==> config.mk <==
export PLATFORM = sky130hd
export DESIGN_NAME = ps2_host_tx
export DESIGN_NICKNAME = d
export VERILOG_FILES = /design/src/rtl/ps2_pkg.sv /design/src/rtl/ps2_line_sync.sv /design/src/rtl/ps2_host_tx.sv
export SDC_FILE = /design/constraint.sdc
export NUM_CORES = 1
export LEC_CHECK = 0
export ABC_CLOCK_PERIOD_IN_PS = 1700
export CAP_MARGIN = 40
export CORE_ASPECT_RATIO = 1.2
export CORE_MARGIN = 3
export CORE_UTILIZATION = 56
export DETAILED_ROUTE_END_ITERATION = 7
export PLACE_DENSITY_LB_ADDON = 0.12
export RECOVER_POWER = 100
export REMOVE_ABC_BUFFERS = 1
export SYNTH_ARGS = -nofsm -noshare
export SYNTH_HDL_FRONTEND = slang
export SYNTH_HIERARCHICAL = 1
export SYNTH_SLANG_ARGS = --single-unit
==> constraint.sdc <==
create_clock -name clock_fpga -period 1.7 [get_ports clock_fpga]
set_input_delay 0.34 -clock clock_fpga [delete_from_list [all_inputs] [get_ports clock_fpga]]
set_output_delay 0.34 -clock clock_fpga [all_outputs]
set_load 0.02 [all_outputs]
==> src/rtl/ps2_pkg.sv <==
// PS/2 host transmitter shared types and constants.
// Used by ps2_host_tx and ps2_line_sync.
package ps2_pkg;

  typedef enum logic [2:0] {
    IDLE,
    INHIBIT,
    REQ,
    SEND,
    ACK,
    WAIT_IDLE
  } ps2_state_e;

  localparam int PS2_FRAME_BITS  = 11;
  localparam int PS2_INHIBIT_DEF = 5000;
  localparam int PS2_TIMEOUT_DEF = 100000;

  // 1 when the byte holds an even number of ones (odd parity)
  function automatic logic odd_parity(input logic [7:0] d);
    return ~^d;
  endfunction

endpackage

==> src/rtl/ps2_line_sync.sv <==
// Two-flop synchronizer with falling-edge detect for one PS/2 line.
// Flops reset to 1, the idle level of an open-drain line.
module ps2_line_sync (
  input  logic clock_fpga,
  input  logic reset,
  input  logic i_line,
  output logic o_sync,
  output logic o_fall
);

  logic r_meta;
  logic r_sync;
  logic r_prev;

  always_ff @(posedge clock_fpga) begin
    if (reset) begin
      r_meta <= 1'b1;
      r_sync <= 1'b1;
      r_prev <= 1'b1;
    end else begin
      r_meta <= i_line;
      r_sync <= r_meta;
      r_prev <= r_sync;
    end
  end

  assign o_sync = r_sync;
  assign o_fall = r_prev & ~r_sync;

endmodule

==> src/rtl/ps2_host_tx.sv <==
// PS/2 host-to-device byte transmitter (inhibit, request, 11-bit frame).
// Define PS2_TX_TIMEOUT_EN to add the device-clock watchdog.
module ps2_host_tx
  import ps2_pkg::*;
#(
  parameter int INHIBIT_CYCLES = PS2_INHIBIT_DEF,
  parameter int TIMEOUT_CYCLES = PS2_TIMEOUT_DEF
) (
  input  logic       clock_fpga,
  input  logic       reset,
  input  logic       clock_key_in,
  input  logic       data_key_in,
  output logic       clock_key_oe,
  output logic       data_key_oe,
  input  logic [7:0] tx_data,
  input  logic       tx_start,
  output logic       tx_busy,
  output logic       tx_done,
  output logic       tx_error
);

  localparam int          IW       = $clog2(INHIBIT_CYCLES + 1);
  localparam logic [3:0]  LAST_BIT = 4'(PS2_FRAME_BITS - 2);

  if (INHIBIT_CYCLES < 1 || TIMEOUT_CYCLES < 1) begin : g_bad_param
    $error("ps2_host_tx: cycle parameters must be >= 1");
  end

  ps2_state_e r_state;
  ps2_state_e w_nxt;

  logic [IW-1:0] r_inh;
  logic [3:0]    r_bit;
  logic [7:0]    r_byte;
  logic          r_par;
  logic          r_doe;
  logic          r_nack;
  logic          r_done;
  logic          r_err;
  logic          w_done;
  logic          w_err;

  logic w_clk_sync;
  logic w_clk_fall;
  logic w_dat_sync;
  logic w_unused_dat_fall;
  logic w_timeout;

  ps2_line_sync u_clk_sync (
    .clock_fpga (clock_fpga),
    .reset      (reset),
    .i_line     (clock_key_in),
    .o_sync     (w_clk_sync),
    .o_fall     (w_clk_fall)
  );

  ps2_line_sync u_dat_sync (
    .clock_fpga (clock_fpga),
    .reset      (reset),
    .i_line     (data_key_in),
    .o_sync     (w_dat_sync),
    .o_fall     (w_unused_dat_fall)
  );

`ifdef PS2_TX_TIMEOUT_EN
  localparam int TW = $clog2(TIMEOUT_CYCLES + 1);

  logic [TW-1:0] r_wdog;
  logic          w_wd_run;

  assign w_wd_run = (r_state == SEND) || (r_state == ACK) ||
                    (r_state == WAIT_IDLE);

  always_ff @(posedge clock_fpga) begin
    if (reset || !w_wd_run || w_clk_fall) r_wdog <= '0;
    else                                  r_wdog <= r_wdog + 1'b1;
  end

  assign w_timeout = w_wd_run && !w_clk_fall &&
                     (r_wdog == TW'(TIMEOUT_CYCLES - 1));
`else
  assign w_timeout = 1'b0;
`endif

  always_comb begin
    w_nxt  = r_state;
    w_done = 1'b0;
    w_err  = 1'b0;
    unique case (r_state)
      IDLE:      if (tx_start) w_nxt = INHIBIT;
      INHIBIT:   if (r_inh == IW'(INHIBIT_CYCLES - 1)) w_nxt = REQ;
      REQ:       w_nxt = SEND;
      SEND:      if (w_clk_fall && r_bit == LAST_BIT) w_nxt = ACK;
      ACK:       if (w_clk_fall) w_nxt = WAIT_IDLE;
      WAIT_IDLE: begin
        if (w_clk_sync && w_dat_sync) begin
          w_nxt  = IDLE;
          w_done = 1'b1;
          w_err  = r_nack;
        end
      end
      default:   w_nxt = IDLE;
    endcase
    if (w_timeout) begin
      w_nxt  = IDLE;
      w_done = 1'b1;
      w_err  = 1'b1;
    end
  end

  always_ff @(posedge clock_fpga) begin
    if (reset) begin
      r_state <= IDLE;
      r_inh   <= '0;
      r_bit   <= '0;
      r_byte  <= '0;
      r_par   <= 1'b0;
      r_doe   <= 1'b0;
      r_nack  <= 1'b0;
      r_done  <= 1'b0;
      r_err   <= 1'b0;
    end else begin
      r_state <= w_nxt;
      r_done  <= w_done;
      r_err   <= w_err;
      case (r_state)
        IDLE: begin
          r_inh  <= '0;
          r_bit  <= '0;
          r_doe  <= 1'b0;
          r_nack <= 1'b0;
          if (tx_start) begin
            r_byte <= tx_data;
            r_par  <= odd_parity(tx_data);
          end
        end
        INHIBIT: r_inh <= r_inh + 1'b1;
        REQ:     r_doe <= 1'b1;
        SEND: begin
          // open-drain: pulling low sends a 0
          if (w_clk_fall) begin
            r_bit <= r_bit + 1'b1;
            if (r_bit < 4'd8)       r_doe <= ~r_byte[r_bit[2:0]];
            else if (r_bit == 4'd8) r_doe <= ~r_par;
            else                    r_doe <= 1'b0;
          end
        end
        ACK:     if (w_clk_fall) r_nack <= w_dat_sync;
        default: ;
      endcase
    end
  end

  assign clock_key_oe = (r_state == INHIBIT) || (r_state == REQ);
  assign data_key_oe  = (r_state == REQ) || ((r_state == SEND) && r_doe);
  assign tx_busy      = (r_state != IDLE);
  assign tx_done      = r_done;
  assign tx_error     = r_err;

endmodule
==> impl_metrics.tcl <==
set metrics [dict create \
    syn_inst 226 \
    ios 18 \
    clock-sinks 38 \
    relSlewSlack 0.675 \
    drive_above_1_share 0.200 \
    grt_pass1_vias 1677 \
    fin_ws_ns 0.0198 \
    overflow 0 \
    powerDensity_nw_per_um2 926 \
    cts_setup_buffers 0 \
    dieArea_um2 4130 \
    hold_slack_ns 0.429 \
    drt-wirelength-per-cell_um 14.6 \
    setup_viol 0 \
    insertion_delay_ns 0.34 \
    first_pass_iters 4 \
    synth_area_um2 1900 \
    num_rows 22 \
    via_count 1714 \
    area_delta_synth_final_pct 23.0 \
    grt_max_degree 18 \
    cts_tree "done" \
    nNetsFinal 276 \
    dpl_cell_area_um2 2220 \
    place_hpwl_mm 3.23 \
    start_kind "flop" \
    grt_usage 0.229 \
    endpoint_kind "flop" \
    diodes 0 \
    arrival_ns 1.96 \
    hold_viol 0 \
    gp_congestion 0.929 \
    period_needed_ns 1.68 \
    place_inst 288 \
    clk_pin_slew_ns 0.12 \
    cts_buffer_depth 2 \
    cts_hold_buf 0 \
    cts_root_buf "clkbuf_4" \
    fmax_ghz 0.595 \
    layout_worst_path_cycle_share 0.988 \
    numCtsBuffers 5 \
    grt_setup_unrepaired "false" \
    die_h_um 69.8 \
    drv_cap 0 \
    grt_pass1_wl_mm 7.38 \
    finClkSkew_ns 0.00963 \
    utilization 0.738 \
    dp_slack_ns 0.0107 \
    fp.coreArea_um2 3170 \
    die_w_um 59.1 \
    min-delay-path-class "flop to flop" \
    numPortBuffers 17 \
    synth_warnings 6 \
    peakVddDrop_uv 784 \
    path_class "flop to flop" \
    synth.avg_cell_area_um2 8.40 \
    start_util 0.600 \
    antenna_found_initial 0 \
    power.leakage_nw 0.838 \
    worstPathRequired_ns 1.98 \
    drv_slew 0 \
    drc 0 \
    fin_area_um2 2330 \
    drt_iter0_drc 90 \
    worst_pin_slew_ns 0.486 \
    cts-htree-levels 2 \
    ant_nets 0 \
    avgViaCountPerCell 5.79 \
    cp_max_fo 7 \
    instances_no_fill 296 \
    outcome "finished, final reports clean" \
    wl_mm 4.31 \
]
flip-flops by register name (all words and copies together), names as in the netlist:
register / flops
r_bit: 4
r_state: 3
u_clk_sync/o_sync: 1
u_clk_sync/r_meta: 1
u_clk_sync/r_prev: 1
tx_error: 1
r_par: 1
r_nack: 1
u_dat_sync/r_meta: 1
r_inh: 13
r_byte: 8
u_dat_sync/o_sync: 1
tx_done: 1
r_doe: 1
cells in the final DEF, fill, tap and decap left out, types with 5 or more instances in the layout:
cell / count
nand2_1: 27
clkbuf_4: 5
xnor2_1: 13
buf_4: 18
nand3_1: 11
nor2_1: 15
dfxtp_1: 33
a21oi_1: 20
o21ai_0: 10
inv_1: 6
clkdlybuf4s50_1: 13
nor3_1: 6
layer usage:
layer	track usage	share of wire	vias up
li1	-	-	862
met1	0.255	0.42	812
met2	0.404	0.53	30
met3	0.0521	0.028	10
met4	0.0932	0.021	0
met5	0	0	-
worst max-delay path, cell delays in order, from the launching register on:
cell     delay, ns
dfxtp_4       0.39
buf_4         0.15
or3b_4        0.41
or4_1         0.51
a21oi_1       0.15
power by group:
group	internal [mW]	switching, mW	total, mW
clock network	0.305	0.301	0.606
logic	0.259	0.299	0.558
registers	0.947	0.0515	0.998
through the flow:
stage	TNS (ns)	total power, mW
floorplan	-0.138	1.33
global placement	0	1.56
detailed placement	0	1.58
CTS	-0.00369	2.18
global route	0	2.29
finish	0	2.16
worst paths after layout:
check,start,to,slack (ns),cells past startpoint
max reg2reg,r_state[2],r_inh[6],0.02,4
min reg2reg,u_dat_sync/r_meta,u_dat_sync/o_sync,0.43,1
max,r_state[2],r_inh[6],0.02,4
min,u_dat_sync/r_meta,u_dat_sync/o_sync,0.43,1
cell type report:
cell class,count,area (um2)
well taps,36,45.0
inverters,6,22.5
clock inverters,3,40.0
fillers,232,831
clock buffers,5,37.5
repair buffers,37,309
flip-flops and latches,38,774
multi-input cells,171,1110
repair_timing:
item	4_1_cts	5_1_grt
pin swaps	1	2
resized for setup	10	15
endpoints found under the setup margin	4	8
Power figures use the tool's default switching activity.
==> patch 1 (same flow settings) <==
The 6 states of `ps2_state_e` get a Gray code encoding in 3 bits.
--- a/src/rtl/ps2_pkg.sv
+++ b/src/rtl/ps2_pkg.sv
@@ -3,12 +3,12 @@
 package ps2_pkg;
 
   typedef enum logic [2:0] {
-    IDLE,
-    INHIBIT,
-    REQ,
-    SEND,
-    ACK,
-    WAIT_IDLE
+    IDLE      = 3'b000,
+    INHIBIT   = 3'b001,
+    REQ       = 3'b011,
+    SEND      = 3'b010,
+    ACK       = 3'b110,
+    WAIT_IDLE = 3'b111
   } ps2_state_e;
 
   localparam int PS2_FRAME_BITS  = 11;
Behaviour: same outputs for any inputs over 10 cycles, from zero or initial values and one cycle with reset high; not proved beyond that.
==> patch 1 against the unedited design <==
  * Count of clock-buffer cells in the layout grew 2
  * Synthesized area shrank 3.0%
  * Routed wire length shrank 4.0%
  * Largest cell class unchanged
  * Sequential cell count is the same
  * Via count shrank 3.0%
  * First-iteration DRC count shrank 48%
  * Register-to-register slack gained 0.08 ns
  * Critical endpoint is now data_key_oe
  * Highest routed layer unchanged
  * Synthesized cell count shrank 2.7%
  * Worst setup slack gained 0.058 ns
  * Cell area shrank 6.0%
Power is not compared: it rests on default switching activity, and its combinational part moved more than twofold at a synthesized area within 25%.
==> patch 1: results (changes against the unedited design) <==
relative slew slack 0.638 (-0.0364); status complete, no violations; reg-to-reg startpoint r_state[2]; crit path capture data_key_oe; clock buffer depth 2 (unchanged); First-pass DRT Iterations 4 (unchanged); Critical Path End Type output pin; DR iter-0 viols 47 (-48%); VDD IR max 0.000751 V; GRT Util Overall 0.236 (+0.00659); biggest regs r_inh (13), r_byte (8), r_bit (4); slowest stage delay, CP 0.40 ns (-0.11 ns); Critical R2R Capture r_inh[7]; htree depth 2 (unchanged); I/O Buffers 17 (unchanged); Pleak 0.000797 uW; first-pass GRT wire length 7.18 mm (-2.7%); Final Skew 0.0136 ns (+0.00398 ns); Setup Slack @ Placement 0.0344 ns (+0.0237 ns); Vias/cell 5.79 (about the same); crit path launch r_state[0]; register clock-pin slew on the reported worst setup and hold paths 0.12 ns (about the same); synth warn 6 (unchanged); Root Buffer Master clkbuf_4; ant diodes 0 (unchanged); ANT nets after route 0 (unchanged); NumNets Final 267 (-3.3%); clk_lat worst skew 0.36 ns (+0.02 ns); Worst Reg-to-Reg Cells 4 (unchanged); CP max FO 8 (+1); fmax 616 MHz (+3.5%); type of the most critical hold path reg2reg; DP HPWL 3.11 mm (-3.7%); vias in the first global route 1,652 (-1.5%); R2R setup slack 0.10 ns (+0.08 ns); worst min-delay path startpoint u_dat_sync/r_meta; largest net degree at the start of global routing 23 (+5); gpl congestion 0.897 (-3.5%); total CTS buffers 5 (unchanged); setup repair bufs after CTS 0 (unchanged); post-DR wirelength/cell 14.4 um (-1.0%); slowest stage cell, crit path dfxtp_4; initial antenna violation count 0 (unchanged); data arrival time of the worst path 1.28 ns (-0.68 ns); share of cells above drive strength 1 0.143 (-0.0566); sw frac 0.255
## patch 1: how the worst min path moves through the flow
| stage | to | slack (ns) | depth (start not counted) |
|---|---|---|---|
| finish | u_dat_sync/o_sync | 0.42 | 1 |
| detailed placement | u_dat_sync/o_sync | 0.39 | 1 |
| floorplan | u_clk_sync/o_sync | 0.39 | 1 |
| global placement | u_dat_sync/o_sync | 0.39 | 1 |
| global route | u_dat_sync/o_sync | 0.44 | 1 |
| CTS | u_dat_sync/o_sync | 0.42 | 1 |
## patch 1: area by class of cell
cell class,instances,area [um2]
multi-input combinational,166,1020
fill,265,916
sequential,38,767
timing repair buffer,34,283
clock buffer,7,55.1
tap,36,45.0
inverter,5,18.8
clock inverter,1,5.00
## patch 1: power by group through the flow
| stage | Combinational (uW) | Sequential, uW | Clock, uW |
|---|---|---|---|
| floorplan | 95.1 | 947 | 0 |
| global placement | 180 | 947 | 0 |
| detailed placement | 186 | 948 | 0 |
| CTS | 190 | 929 | 514 |
| global route | 204 | 931 | 557 |
| finish | 184 | 928 | 502 |
## patch 1: per-stage QoR
stage | util | instance area, um2 | instances | hold WS (ns) | total power, uW
final | 0.706 | 2190 | 287 | 0.417 | 1610
after global routing | 0.706 | 2190 | 287 | 0.438 | 1690
after CTS | 0.712 | 2210 | 287 | 0.422 | 1630
after detailed placement | 0.687 | 2140 | 279 | 0.394 | 1130
after global placement | 0.687 | 2140 | 279 | 0.390 | 1130
after floorplan | - | 1790 | 209 | 0.385 | 1040
## patch 1: metal layers
layer  global-route usage  routed length [um]  part of all wire  vias to the layer above
met5                    0                   0                 0                        -
met4                0.165                 117             0.028                        0
met3               0.0577                 149             0.036                       13
met2                0.395                2080              0.50                       38
met1                0.261                1790              0.43                      779
li1                     -                   -                 -                      832
## patch 1: timing repair
action                     CTS  global route
pin swaps                    1             0
setup endpoints to repair    3             4
gates resized for setup     13             5
## patch 1: critical path, delay by kind of cell (launching register included)
| family | cells | cell delay (ns) |
|---|---|---|
| and+or+nand+nor | 2 | 0.24 |
| buffers and inverters | 1 | 0.29 |
| DFF | 1 | 0.40 |
==> patch 2 (config.mk and constraints unchanged) <==
Without the edit above. The package constant `PS2_INHIBIT_DEF` goes from 5000 to 10000.
--- a/src/rtl/ps2_pkg.sv
+++ b/src/rtl/ps2_pkg.sv
@@ -12,7 +12,7 @@
   } ps2_state_e;
 
   localparam int PS2_FRAME_BITS  = 11;
-  localparam int PS2_INHIBIT_DEF = 5000;
+  localparam int PS2_INHIBIT_DEF = 10000;
   localparam int PS2_TIMEOUT_DEF = 100000;
 
   // 1 when the byte holds an even number of ones (odd parity)
Check against the original RTL: same outputs for any inputs over 10 cycles, from zero or initial values and one cycle with reset high; that may be too few to reach the edited logic, so the function may still have changed.
==> patch 2 against the unedited design <==
  * The flow now finishes with violations (negative setup slack)
  * Synthesized area is 3.7% higher
  * Routed wire length is 5.0% higher
  * Sequential cell count is 1 higher
  * Worst setup slack worse by 0.070 ns
  * Cell area is 4.8% higher
  * Final cell count is 5.7% higher
  * Synthesized cell count is 5.8% higher
  * Global-route usage is 0.62 points higher
  * Core utilization is 2.2 points higher
  * Critical path depth stayed put
  * Critical path type unchanged
  * Highest routed layer unchanged
Power is not compared: it rests on default switching activity, and its combinational part moved more than twofold at a synthesized area within 25%.
==> patch 2: results (changes against the unedited design) <==
status finished, violations left; failing checks negative setup slack; htree depth 2 (unchanged); register clock-pin slew on the reported worst setup and hold paths 0.12 ns (about the same); type of the most critical hold path reg2reg; Avg Synthesized Cell Area 8.23 um2 (-1.9%); met1 Resource Use GR 0.275 (+0.0204); ant diodes 0 (unchanged); vias in the first global route 1,767 (+5.4%); data arrival time of the worst path 2.04 ns (+0.08 ns); Internal 1880 uW; VDD IR max 0.000927 V; DR iter-0 viols 91 (+1.1%); synth warn 6 (unchanged); share of cells above drive strength 1 0.209 (+0.00939); Final Skew 0.0115 ns (+0.00188 ns); worst min-delay path startpoint u_dat_sync/r_meta; Final WS setup -0.0505 ns (-0.0704 ns); placed cell count 304 (+5.6%); Worst Tran Pin Value 0.378 ns (-0.108 ns); total CTS buffers 5 (unchanged); GRT met2 Usage 0.407 (+0.00328); NumNets Final 293 (+6.2%); First-pass DRT Iterations 4 (unchanged); Pleak 0.000907 uW; largest net degree at the start of global routing 15 (-3); clock buffer depth 2 (unchanged); Layout Cells excl Fill 313 (+5.7%); Layout fillers 245 (+5.6%); gpl congestion 0.903 (-2.9%); GRT Util Overall 0.235 (+0.00618); clk_lat worst skew 0.35 ns; global route hottest layer met2; DP Area 2310 um2 (+4.2%); met3 usage 0.0511 (-0.00105); Setup-failing EPs final 4 (+4); CP max FO 6 (-1); crit path launch r_state[1]; Vias/cell 5.90 (+1.9%); DP HPWL 3.33 mm (+3.0%); biggest regs r_inh (14), r_byte (8), r_bit (4); first-pass GRT wire length 7.76 mm (+5.1%); I/O Buffers 17 (unchanged); initial antenna violation count 0 (unchanged); post-DR wirelength/cell 14.5 um (-0.74%); Setup Slack @ Placement -0.153 ns (-0.164 ns); Root Buffer Master clkbuf_4
==> patch 2: stage by stage <==
step | hold slack [ns] | util | setup TNS, ns
6_report | 0.418 | 0.760 | -0.106
5_1_grt | 0.425 | 0.760 | -0.408
3_5_place_dp | 0.397 | 0.718 | -0.434
4_1_cts | 0.423 | 0.739 | -0.114
2_1_floorplan | 0.385 | - | -1.73
3_3_place_gp | 0.388 | 0.718 | -0.272
==> patch 2: path summary, 6_finish.rpt <==
path,to,slack [ns],cells past startpoint
setup / recovery,r_inh[11],-0.05,4
hold / removal,u_dat_sync/o_sync,0.42,1
setup reg to reg,r_inh[11],-0.05,4
hold reg to reg,u_dat_sync/o_sync,0.42,1
==> patch 2: power by group through the flow <==
stage	Combinational (uW)	Sequential [uW]	Clock (uW)
finish	1370	1080	545
global route	1510	1090	588
floorplan	640	1140	0
global placement	1240	1080	0
CTS	1230	1070	553
detailed placement	1260	1090	0
==> patch 2: routing by layer <==
layer / wire, um / vias up
li1: - / 923
met2: 2420 / 51
met3: 185 / 13
met4: 111 / 0
met1: 1810 / 859
met5: 0 / -
==> patch 2: area by class of cell <==
class                           count  area (um2)  share of cell area
Inverter                            9        33.8              0.0138
Sequential cell                    39         788               0.322
Multi-Input combinational cell    178        1150               0.472
Clock buffer                        8        68.8              0.0281
Timing Repair Buffer               43         357               0.146
Tap cell                           36        45.0              0.0184
==> patch 2: worst max-delay path: stages, from the launching register on <==
cell,delay [ns]
dfxtp_4,0.37
or3b_4,0.39
or4_4,0.46
or3_1,0.33
a21oi_1,0.14
==> patch 2: what timing repair did <==
action                     in CTS  in global routing
hold endpoints to repair        0                  0
resized for setup              16                 18
setup buffers                   0                  1
pin swaps                       4                  2
cloned                          0                  0
setup endpoints to repair       6                 12
